==> config.mk <==
export PLATFORM = sky130hd
export DESIGN_NAME = note_sequencer
export DESIGN_NICKNAME = d
export VERILOG_FILES = /design/src/rtl/note_seq_pkg.sv /design/src/rtl/note_mem.sv /design/src/rtl/note_sequencer.sv
export SDC_FILE = /design/constraint.sdc
export NUM_CORES = 1
export LEC_CHECK = 0
export CAP_MARGIN = 20
export CORE_MARGIN = 2
export CORE_UTILIZATION = 45
export DETAILED_ROUTE_END_ITERATION = 10
export SETUP_SLACK_MARGIN = 0.2
export SLEW_MARGIN = 20
export SYNTH_ARGS = -nofsm -noshare
export SYNTH_HDL_FRONTEND = slang
export SYNTH_SLANG_ARGS = --single-unit
==> constraint.sdc <==
create_clock -name clk -period 6.04 [get_ports clk]
set_input_delay 0.906 -clock clk [delete_from_list [all_inputs] [get_ports clk]]
set_output_delay 0.906 -clock clk [all_outputs]
set_load 0.05 [all_outputs]
==> src/rtl/note_seq_pkg.sv <==
// Shared types and default widths for the note sequencer slice.
package note_seq_pkg;

    localparam int PITCH_W_DEF   = 9;
    localparam int DUR_W_DEF     = 13;
    localparam int ADDR_W_DEF    = 5;
    localparam int GAP_TICKS_DEF = 8;

    // Idle pitch at the default width; the top drives all ones for any PITCH_W.
    localparam logic [PITCH_W_DEF-1:0] IDLE_PITCH = 9'd511;

    typedef enum logic [1:0] {
        ST_IDLE,
        ST_LOAD,
        ST_PLAY,
        ST_GAP
    } seq_state_e;

endpackage

==> src/rtl/note_mem.sv <==
// Note storage: one synchronous write port, one asynchronous read port.
module note_mem #(
    parameter int ADDR_W = 5,
    parameter int DATA_W = 23
) (
    input  logic              clk,
    input  logic              wr_en_i,
    input  logic [ADDR_W-1:0] wr_addr_i,
    input  logic [DATA_W-1:0] wr_data_i,
    input  logic [ADDR_W-1:0] rd_addr_i,
    output logic [DATA_W-1:0] rd_data_o
);

    logic [DATA_W-1:0] mem_q [2**ADDR_W];

    // Contents survive reset; a same-cycle read sees the pre-write word.
    always_ff @(posedge clk) begin
        if (wr_en_i) begin
            mem_q[wr_addr_i] <= wr_data_i;
        end
    end

    assign rd_data_o = mem_q[rd_addr_i];

endmodule

==> src/rtl/note_sequencer.sv <==
// Plays a programmed list of {pitch, duration, last} notes against the fs_tick strobe.
module note_sequencer
    import note_seq_pkg::*;
#(
    parameter int PITCH_W   = PITCH_W_DEF,
    parameter int DUR_W     = DUR_W_DEF,
    parameter int ADDR_W    = ADDR_W_DEF,
    parameter int GAP_TICKS = GAP_TICKS_DEF
) (
    input  logic               clk,
    input  logic               reset,
    input  logic               fs_tick,
    input  logic               wr_en,
    input  logic [ADDR_W-1:0]  wr_addr,
    input  logic [PITCH_W-1:0] wr_pitch,
    input  logic [DUR_W-1:0]   wr_dur,
    input  logic               wr_last,
    input  logic               start,
    input  logic               stop,
    input  logic               loop_en,
    output logic [PITCH_W-1:0] pitch_o,
    output logic               tone_restart,
    output logic               mute_o,
    output logic               busy,
    output logic               done,
    output logic [ADDR_W-1:0]  cur_idx
);

    localparam int DATA_W     = PITCH_W + DUR_W + 1;
    localparam int GAP_W      = (GAP_TICKS > 1) ? $clog2(GAP_TICKS) : 1;
    localparam int CNT_W      = (DUR_W > GAP_W) ? DUR_W : GAP_W;
    localparam int GAP_LAST_I = (GAP_TICKS > 0) ? GAP_TICKS - 1 : 0;
    localparam logic [CNT_W-1:0] GAP_LAST = CNT_W'(GAP_LAST_I);

    seq_state_e         state_q;
    logic [ADDR_W-1:0]  cur_idx_q;
    logic [PITCH_W-1:0] pitch_q;
    logic [DUR_W-1:0]   dur_q;
    logic               last_q;
    logic [CNT_W-1:0]   cnt_q;
    logic               mute_q;
    logic               tone_q;
    logic               done_q;

    logic [DATA_W-1:0]  rd_data;
    logic [PITCH_W-1:0] rd_pitch;
    logic [DUR_W-1:0]   rd_dur;
    logic               rd_last;

    note_mem #(
        .ADDR_W (ADDR_W),
        .DATA_W (DATA_W)
    ) u_mem (
        .clk       (clk),
        .wr_en_i   (wr_en),
        .wr_addr_i (wr_addr),
        .wr_data_i ({wr_last, wr_dur, wr_pitch}),
        .rd_addr_i (cur_idx_q),
        .rd_data_o (rd_data)
    );

    assign rd_pitch = rd_data[PITCH_W-1:0];
    assign rd_dur   = rd_data[PITCH_W +: DUR_W];
    assign rd_last  = rd_data[DATA_W-1];

    // A zero duration plays for one tick, so the final count is max(dur,1)-1.
    logic [DUR_W-1:0] dur_last;
    logic             play_end;
    logic             gap_end;
    assign dur_last = (dur_q == '0) ? '0 : dur_q - DUR_W'(1);
    assign play_end = fs_tick && (cnt_q == CNT_W'(dur_last));
    assign gap_end  = fs_tick && (cnt_q == GAP_LAST);

    seq_state_e        adv_state_d;
    logic [ADDR_W-1:0] adv_idx_d;
    logic              adv_done_d;

    always_comb begin
        adv_state_d = ST_LOAD;
        adv_idx_d   = cur_idx_q + ADDR_W'(1);
        adv_done_d  = 1'b0;
        if (last_q || (&cur_idx_q)) begin
            adv_idx_d = '0;
            if (!loop_en) begin
                adv_state_d = ST_IDLE;
                adv_done_d  = 1'b1;
            end
        end
    end

    always_ff @(posedge clk) begin
        if (reset) begin
            state_q   <= ST_IDLE;
            cur_idx_q <= '0;
            pitch_q   <= '1;
            dur_q     <= '0;
            last_q    <= 1'b0;
            cnt_q     <= '0;
            mute_q    <= 1'b1;
            tone_q    <= 1'b0;
            done_q    <= 1'b0;
        end else begin
            tone_q <= 1'b0;
            done_q <= 1'b0;
            if (stop) begin
                state_q <= ST_IDLE;
                pitch_q <= '1;
                mute_q  <= 1'b1;
                cnt_q   <= '0;
            end else begin
                case (state_q)
                    ST_IDLE: begin
                        if (start) begin
                            cur_idx_q <= '0;
                            state_q   <= ST_LOAD;
                        end
                    end
                    ST_LOAD: begin
                        pitch_q <= rd_pitch;
                        dur_q   <= rd_dur;
                        last_q  <= rd_last;
                        cnt_q   <= '0;
                        mute_q  <= (rd_pitch == '0);
                        tone_q  <= 1'b1;
                        state_q <= ST_PLAY;
                    end
                    ST_PLAY, ST_GAP: begin
                        if ((state_q == ST_PLAY && play_end) ||
                            (state_q == ST_GAP && gap_end)) begin
                            cnt_q <= '0;
                            if (state_q == ST_PLAY && GAP_TICKS > 0) begin
                                state_q <= ST_GAP;
                                mute_q  <= 1'b1;
                            end else begin
                                state_q   <= adv_state_d;
                                cur_idx_q <= adv_idx_d;
                                done_q    <= adv_done_d;
                                if (adv_state_d == ST_IDLE) begin
                                    pitch_q <= '1;
                                    mute_q  <= 1'b1;
                                end
                            end
                        end else if (fs_tick) begin
                            cnt_q <= cnt_q + CNT_W'(1);
                        end
                    end
                    default: state_q <= ST_IDLE;
                endcase
            end
        end
    end

    assign pitch_o      = pitch_q;
    assign tone_restart = tone_q;
    assign mute_o       = mute_q;
    assign busy         = (state_q != ST_IDLE);
    assign done         = done_q;
    assign cur_idx      = cur_idx_q;

endmodule

==> flow_summary.toml, run 1 <==
[clock_tree]
cts_post_setup_buffers_inserted = 0
cts_max_path_buffers = 3
clockRootBuffer = "clkbuf_16"
htree_levels = 3
clk_latency_ps = 620
numCtsBuffers = 83
cts_resized = 0
cts_sinks = 787
clkTransAtPathRegs_ps = 50
cts_tree = "built"
postCtsHoldBufs = 0

[global_routing]
grt_first_pass_wirelength_um = 102000
grt_max_degree = 81
grt_usage_pct = 20.2
globalRouteOverflowTotal = 0
antenna_found_initial = 4
grt_pass1_vias = 15000

[sta]
max_freq_mhz = 264
period_minus_slack_ps = 3780
rsz0062_at_grt = "no"
timing_worst_slew_pin_value_ps = 1110
maxSlewHeadroom_pct = 25.7
skew_ps = 19.0
drv_slew = 0
finalSetupTns_ps = 0
setup_violations = 0
period_share_pct = 62.6
finalHoldViolations = 0

[power]
leakage_nw = 10.4
power_w = 0.0113
p_per_area_mw_per_mm2 = 323
ir_worst_vdd_uv = 190

[floorplanning]
die_h_um = 265
fp.dieW_um = 265
core_area_mm2 = 0.0674
ioPinCount = 53
die-area_mm2 = 0.0703
initial_core_util_pct = 45.5
rows = 95

[layout]
area_growth_pct = 14.1
post_layout_nonfiller_instances = 2448
nFillCells = 5191
drive_gt1_share_pct = 27.3
fin_nets = 1554

[synthesis]
synth_warnings = 0
avgSynthCellArea_um2 = 21.5
synth_seq_cells = 787
synthTopCellsByCount = "736 x edfxtp_1, 226 x mux4_2, 83 x nor2_1, 51 x dfxtp_1, 42 x clkbuf_1"
synth_top_cell_area_share_pct = 72.0
synth.area.top_cells = "edfxtp_1 72%, mux4_2 17%, dfxtp_1 3.3%"
yosysMostFrequentCell = "edfxtp_1"
async_reset_ff_share_pct = 0
synth-edff-count = 736
synthFlopType = "edfxtp_1"
ys_types = 54
synth_top_area_cell = "edfxtp_1"
syn_area_mm2 = 0.0307
seq_area_frac_synth_pct = 75.3
syn_inst = 1426
synthesis.nets = 1471

[placement]
place_inst = 2297
place_hpwl_um = 39200
gp_congestion = 0.823
io_buffers = 52

[worst_hold_path]
min_path_type = "reg2reg"
hold_start = "pitch_o[6]"
hold_depth = 1
whs_endpoint = "pitch_o[6]"

[run_status]
status = "complete, no violations"

[worst_setup_path]
worstPathRequired_ps = 6480
r2r-start = "dur_q[3]"
arrival_ps = 4230
crit_type = "reg2reg"
cp-start-kind = "flop"
worstPathMaxFanout = 16
r2r_slack_ps = 2260
reg2regPathDepth = 8
critical_path.endpoint_type = "flop"

[route]
wl_per_cell_um = 28.4
ant_nets = 0
via_count = 14700
wl_um = 69600
drt_iter0_markers = 1605
drtPass1Iterations = 7
drc = 0
viasPerCell = 6.00

[flow_run]
max_cap_violations = 0
==> placed cells by master, fill, tap and decap left out, types with 16 or more instances in the layout <==
master,count
mux4_2,226
buf_2,19
mux2i_1,28
edfxtp_1,736
nand3_1,16
nor2_1,51
clkdlybuf4s50_1,33
nor2_4,32
clkbuf_1,17
clkinv_1,19
a21oi_1,21
dfxtp_1,46
clkbuf_16,85
==> report_power, final <==
| part | leakage [nW] | switching (W) | internal, W | total [W] |
|---|---|---|---|---|
| combinational | 2.05 | 0.000216 | 0.0000940 | 0.000310 |
| clock | 1.30 | 0.00203 | 0.00293 | 0.00495 |
| sequential | 7.05 | 0.0000226 | 0.00603 | 0.00605 |
==> layer usage <==
metal	vias up	wire [µm]	part of all wire [%]	track usage, %
met3	102	4570	6.6	4.17
met5	-	0	0	0
li1	6210	-	-	-
met1	7895	30600	44	29.6
met2	473	32800	47	31.2
met4	0	1690	2.4	5.45
==> area by class of cell <==
| type | instances | area, µm² | area share (%) |
|---|---|---|---|
| sequential | 787 | 23100 | 66.1 |
| multi-input combinational | 561 | 7510 | 21.5 |
| clock buffer | 106 | 2250 | 6.41 |
| tap | 873 | 1090 | 3.12 |
| timing repair buffer | 68 | 583 | 1.66 |
| clock inverter | 43 | 410 | 1.17 |
| inverter | 8 | 30.0 | 0.0857 |
| antenna | 2 | 5.00 | 0.0143 |
==> critical path, cell delays in order, from the launching register on <==
cell and delay (ps):
dfxtp_1 360, or4_1 680, nor3_1 270, xnor2_1 150
o2111ai_1 140, a211oi_1 560, a21oi_2 340, or4_1 590
a21oi_1 520
==> metrics by stage <==
| step | util [%] | hold WS, ps | setup WS (ps) | cell area [µm²] |
|---|---|---|---|---|
| 6_report | 52.0 | 527 | 2260 | 35000 |
| 5_1_grt | 52.0 | 538 | 2020 | 35000 |
| 4_1_cts | 52.1 | 523 | 2270 | 35100 |
| 3_5_place_dp | 48.1 | 514 | 2170 | 32400 |
| 3_3_place_gp | 48.1 | 512 | 2210 | 32400 |
| 2_1_floorplan | - | 474 | 3090 | 30700 |
==> worst max path at each step <==
stage,start,end,cells after the start
CTS,flop,mute_o,8
global placement,fs_tick,flop,9
floorplan,wr_addr[1],u_mem.mem_q[12][0],3
detailed placement,fs_tick,flop,9
global route,flop,mute_o,8
finish,dur_q[3],flop,8
==> logic make-up after synthesis <==
kind of cell | synth area share (%)
flops | 75.3
mux | 17.6
simple gates | 3.10
compound gates | 2.06
buf+inv | 0.999
xor+xnor | 0.542
fa+ha+maj | 0.408
==> state kept, by name, indices dropped and copies added, names as in the netlist, named ones only <==
| signal | count |
|---|---|
| cnt_q | 13 |
| u_mem.mem_q | 736 |
| dur_q | 13 |
| last_q | 1 |
| cur_idx | 5 |
| state_q | 2 |
| mute_o | 1 |
| tone_restart | 1 |
| pitch_o | 9 |
| done | 1 |
Note: power is estimated with default switching activity, not from simulation.
==> run 2, diff against run 1 <==
==> constraint.sdc (replaced) <==
create_clock -name clk -period 3.1 [get_ports clk]
set_input_delay 0.465 -clock clk [delete_from_list [all_inputs] [get_ports clk]]
set_output_delay 0.465 -clock clk [all_outputs]
set_load 0.05 [all_outputs]
==> run 2 against run 1 <==
Effect of this change:
- maximum frequency rose by 33%
- via count rose by 3.0%
- clock skew fell by 4.1 ps
- first-iteration DRC count fell by 13%
- clock power rose by 91%
- critical path depth did not move
- core utilization rose by 2.0 points
- die area did not move
- setup slack got worse by 2000 ps
- global-route usage rose by 0.80 points
==> flow_summary.toml, run 2 (synthesis results as in run 1) <==
[floorplanning]
ioPinCount = 53
die-area_mm2 = 0.0703
fp.dieW_um = 265
rows = 95
initial_core_util_pct = 45.5
core_area_mm2 = 0.0674
die_h_um = 265

[layout]
final_cell_mix = "736 x edfxtp_1, 226 x mux4_2, 108 x buf_4, 80 x clkbuf_16, 50 x nor2_1"
area_growth_pct = 18.5
fin_nets = 1674
largestRegisters = "u_mem.mem_q x736, cnt_q x13, dur_q x13"
largest_register_ff_count = 736
layout_commonest_cell = "edfxtp_1"
postLayoutCellArea_mm2 = 0.0364
drive_gt1_share_pct = 33.2
nFillCells = 5117
top_register = "u_mem.mem_q"

[clock_tree]
clk_latency_ps = 630
htree_levels = 3
clockRootBuffer = "clkbuf_16"
postCtsHoldBufs = 0
cts_sinks = 787
cts_tree = "built"
clkTransAtPathRegs_ps = 60
numCtsBuffers = 80
cts_max_path_buffers = 3

[worst_setup_path]
worstPathMaxFanout = 8
worstPathRequired_ps = 3660
cp_slowest_cell = "or4_4"
path_cells = "or4_4 > or3_4 > o211ai_2 > nand4_2 > a2111oi_4 > a21oi_2 > or4_4 > a21oi_2"
arrival_ps = 3400
cp-start-kind = "flop"
crit_type = "reg2reg"
critical_path.endpoint_type = "flop"
cp_slowest_stage_delay_ps = 600

[sta]
finalHoldViolations = 0
drv_slew = 0
finalSetupTns_ps = 0
period_minus_slack_ps = 2830
maxSlewHeadroom_pct = 25.8
max_freq_mhz = 353
period_share_pct = 91.4
timing_worst_slew_pin_value_ps = 1110
rsz0062_at_grt = "yes"
layout_setup_ws_ps = 266
setup_violations = 0
skew_ps = 14.9

[route]
drtPass1Iterations = 5
wl_per_cell_um = 28.2
drt_iter0_markers = 1389
drc = 0
via_count = 15100
viasPerCell = 5.89
ant_nets = 0
wl_um = 72400

[global_routing]
grt_pass1_vias = 15600
globalRouteOverflowTotal = 0
grt_max_degree = 58
grt_first_pass_wirelength_um = 106000
antenna_found_initial = 1
grt_usage_pct = 21.0

[placement]
place_hpwl_um = 43100
place_area_mm2 = 0.0335
io_buffers = 52
place_ws_ps = -41.7
gp_congestion = 0.841

[power]
leakage_nw = 11.1
ir_worst_vdd_uv = 406
p_per_area_mw_per_mm2 = 602
power_w = 0.0219

[run_status]
status = "complete, no violations"

[flow_run]
max_cap_violations = 0

[worst_hold_path]
min_path_type = "in2reg"
==> run 2: cell types whose count changed in the layout (fill, tap and decap cells not counted), moves of 4 or more <==
cell,before,now
buf_12,3,28
clkdlybuf4s50_1,33,45
or4_1,7,3
clkinv_2,10,14
buf_4,13,108
buf_2,19,6
clkinv_1,19,15
clkinvlp_4,0,5
or4_4,0,4
clkbuf_16,85,80
clkbuf_8,4,0
==> run 2: layout make-up <==
class	count	area, µm²	area share [%]
antenna	1	2.50	0.00688
clock buffer	96	2060	5.67
clock inverter	48	512	1.41
inverter	8	30.0	0.0826
multi-input combinational	561	7620	21.0
sequential	787	23100	63.6
tap	873	1090	3.00
timing repair buffer	191	1900	5.22
==> run 2: worst paths after layout <==
| check | from | endpoint | slack (ps) | cells after the start |
|---|---|---|---|---|
| worst max register to register | dur_q[3] | cur_idx[0] | 270 | 8 |
| worst min-delay path | wr_pitch[0] | u_mem.mem_q[17][0] | 360 | 1 |
| worst max-delay path | dur_q[3] | cur_idx[0] | 270 | 8 |
| worst min register to register | last_q | last_q | 530 | 2 |
==> run 2: what timing repair did <==
action,in CTS,in global routing
setup endpoints to repair,23,43
gates resized for setup,13,19
buffers inserted,4,21
gates cloned,0,0
pin swaps,4,15
==> run 2: per-layer routing <==
layer  vias up  global-route usage (%)  wire, µm
met5         -                       0         0
met4         0                    8.61      2660
met3       108                    3.33      4210
met2       489                    34.8     36200
met1      8069                    28.1     29400
li1       6450                       -         -
==> run 2: where the power goes <==
part / switching, W / total [W] / internal (W) / leakage, nW
clock: 0.00406 / 0.00944 / 0.00538 / 1.24
sequential: 0.0000408 / 0.0118 / 0.0117 / 7.05
combinational: 0.000428 / 0.000685 / 0.000256 / 2.81
total: 0.00452 / 0.0219 / 0.0174 / 11.1
==> run 2: worst max-delay path, delay by kind of cell (launching register included) <==
family           cells  cell delay (ps)
AND/OR/NAND/NOR      4             1660
AO/OA/AOI/OAI        4              820
flip-flops           1              300
==> run 2: through the flow <==
stage	std cells	util, %	hold WS (ps)
5_1_grt	2565	53.9	369
6_report	2565	53.9	362
2_1_floorplan	1426	-	474
3_5_place_dp	2395	49.7	522
3_3_place_gp	2395	49.7	514
4_1_cts	2543	53.6	538
==> run 3, diff against run 2 <==
--- a/config.mk
+++ b/config.mk
@@ -6,9 +6,13 @@
 export NUM_CORES = 1
 export LEC_CHECK = 0
 export CAP_MARGIN = 20
+export CELL_PAD_IN_SITES_DETAIL_PLACEMENT = 1
+export CELL_PAD_IN_SITES_GLOBAL_PLACEMENT = 1
 export CORE_MARGIN = 2
 export CORE_UTILIZATION = 45
+export CTS_BUF_LIST = sky130_fd_sc_hd__clkbuf_16
 export DETAILED_ROUTE_END_ITERATION = 10
+export PLACE_DENSITY_LB_ADDON = 0.1
 export SETUP_SLACK_MARGIN = 0.2
 export SLEW_MARGIN = 20
 export SYNTH_ARGS = -nofsm -noshare
==> run 3 against run 2 <==
Effect of this change:
- clock-buffer cell count shrank 13
- via count grew 0.85%
- combinational power grew 2%
- setup slack lost 73 ps
==> flow_summary.toml, run 3 (synthesis results as in run 1) <==
[clock_tree]
cts_max_path_buffers = 3
numCtsBuffers = 82
cts_sinks = 787
clockRootBuffer = "clkbuf_16"
cts_tree = "built"
htree_levels = 3
clkTransAtPathRegs_ps = 60
clk_latency_ps = 640
postCtsHoldBufs = 0

[sta]
period_minus_slack_ps = 2910
timing_worst_slew_pin_value_ps = 1050
maxSlewHeadroom_pct = 29.5
rsz0062_at_grt = "yes"
finalSetupTns_ps = 0
drv_slew = 0
finalHoldViolations = 0
skew_ps = 20.6
setup_violations = 0
period_share_pct = 93.8
max_freq_mhz = 344

[worst_setup_path]
cp_slowest_stage_delay_ps = 600
cp-start-kind = "flop"
crit_type = "reg2reg"
worstPathRequired_ps = 3650
worstPathMaxFanout = 7
path_cells = "or4_4 > or3_4 > o211ai_2 > nand4_2 > a2111oi_4 > a21oi_4 > or4_4 > a21oi_1"
crit_top_cell = "or4_4"
arrival_ps = 3460
cp_slowest_cell = "or4_4"
critical_path.endpoint_type = "flop"
path_buf_inv = 0
crit_family = "simple AND/OR/NAND/NOR gates"

[global_routing]
grt_first_pass_wirelength_um = 113000
globalRouteOverflowTotal = 0
antenna_found_initial = 2
grt_max_degree = 51
grt_usage_pct = 22.5
grt_pass1_vias = 16300

[route]
viasPerCell = 5.93
wl_um = 77600
wl_per_cell_um = 30.2
drt_iter0_markers = 1391
drtPass1Iterations = 5
ant_nets = 0
drc = 0
via_count = 15200

[layout]
drive_gt1_share_pct = 32.2
top_register = "u_mem.mem_q"
final_cell_mix = "736 x edfxtp_1, 226 x mux4_2, 111 x buf_4, 84 x clkbuf_16, 51 x nor2_1"
antenna_cells = 0
largestRegisters = "u_mem.mem_q x736, cnt_q x13, dur_q x13"
area_growth_pct = 18.4
fin_nets = 1676
layout_commonest_cell = "edfxtp_1"
largest_register_ff_count = 736

[flow_run]
max_cap_violations = 0

[floorplanning]
die_h_um = 265
rows = 95
fp.dieW_um = 265
die-area_mm2 = 0.0703
core_area_mm2 = 0.0674
initial_core_util_pct = 45.5
ioPinCount = 53

[placement]
place_hpwl_um = 45800
io_buffers = 52
gp_congestion = 0.831

[power]
power_w = 0.0218
ir_worst_vdd_uv = 511
p_per_area_mw_per_mm2 = 600
leakage_nw = 11.2

[worst_hold_path]
min_path_type = "in2reg"

[run_status]
status = "complete, no violations"
run 3: changes by cell type in the layout (fill, tap and decap cells not counted), sizes merged, moves of 3 or more:
cell,previous run,this run
clkbuf,96,84
bufinv,7,4
buf,145,139
inv,10,29
clkinv,34,37
clkdlybuf4s50,45,50
run 3: final cells by class:
type                       count  area, µm²
clock buffer                  83       2080
clock inverter                66        475
fill                        5815      31000
inverter                       8       30.0
multi-input combinational    561       7620
sequential                   787      23100
tap                          873       1090
timing repair buffer         191       1920
run 3: repair_timing:
item                       in CTS  in global routing
pin swaps                       6                 11
gates resized for setup        13                 17
setup buffers                   6                  4
setup endpoints to repair      26                 33
gates cloned                    1                  2
run 3: power breakdown:
group	internal [W]	switching [W]	total [W]
Combinational	0.000258	0.000439	0.000697
Clock	0.00522	0.00410	0.00932
Sequential	0.0117	0.0000416	0.0118
run 3: routing by layer:
layer / routed length, µm / GRT usage [%] / vias up
met3: 3340 / 3.56 / 127
met5: 26 / 0 / -
met1: 32600 / 30.6 / 8264
met2: 39400 / 37.9 / 407
met4: 2160 / 6.73 / 4
li1: - / - / 6442
run 3: path summary, 6_finish.rpt:
check | cells after the start | from | endpoint | slack, ps
hold / removal | 1 | wr_pitch[2] | u_mem.mem_q[2][2] | 360
setup / recovery | 8 | dur_q[2] | cur_idx[0] | 190
setup reg to reg | 8 | dur_q[2] | cur_idx[0] | 190
hold reg to reg | 1 | pitch_o[2] | pitch_o[2] | 490
run 3: worst register-to-register path: cells and delay by family (launching register included):
family,cells,cell delay [ps]
DFF,1,310
AOI/OAI and AO/OA,4,880
and+or+nand+nor,4,1650
run 3: through the flow:
stage                     utilization, %  hold slack, ps  instances  instance area [µm²]  worst slack (ps)
after floorplan                        -             474       1426                30700               215
after global placement              49.7             467       2405                33500               118
after detailed placement            49.7             485       2405                33500              67.5
after CTS                           53.7             501       2561                36200               198
after global routing                53.9             370       2569                36400              97.7
final                               53.9             363       2569                36400               193
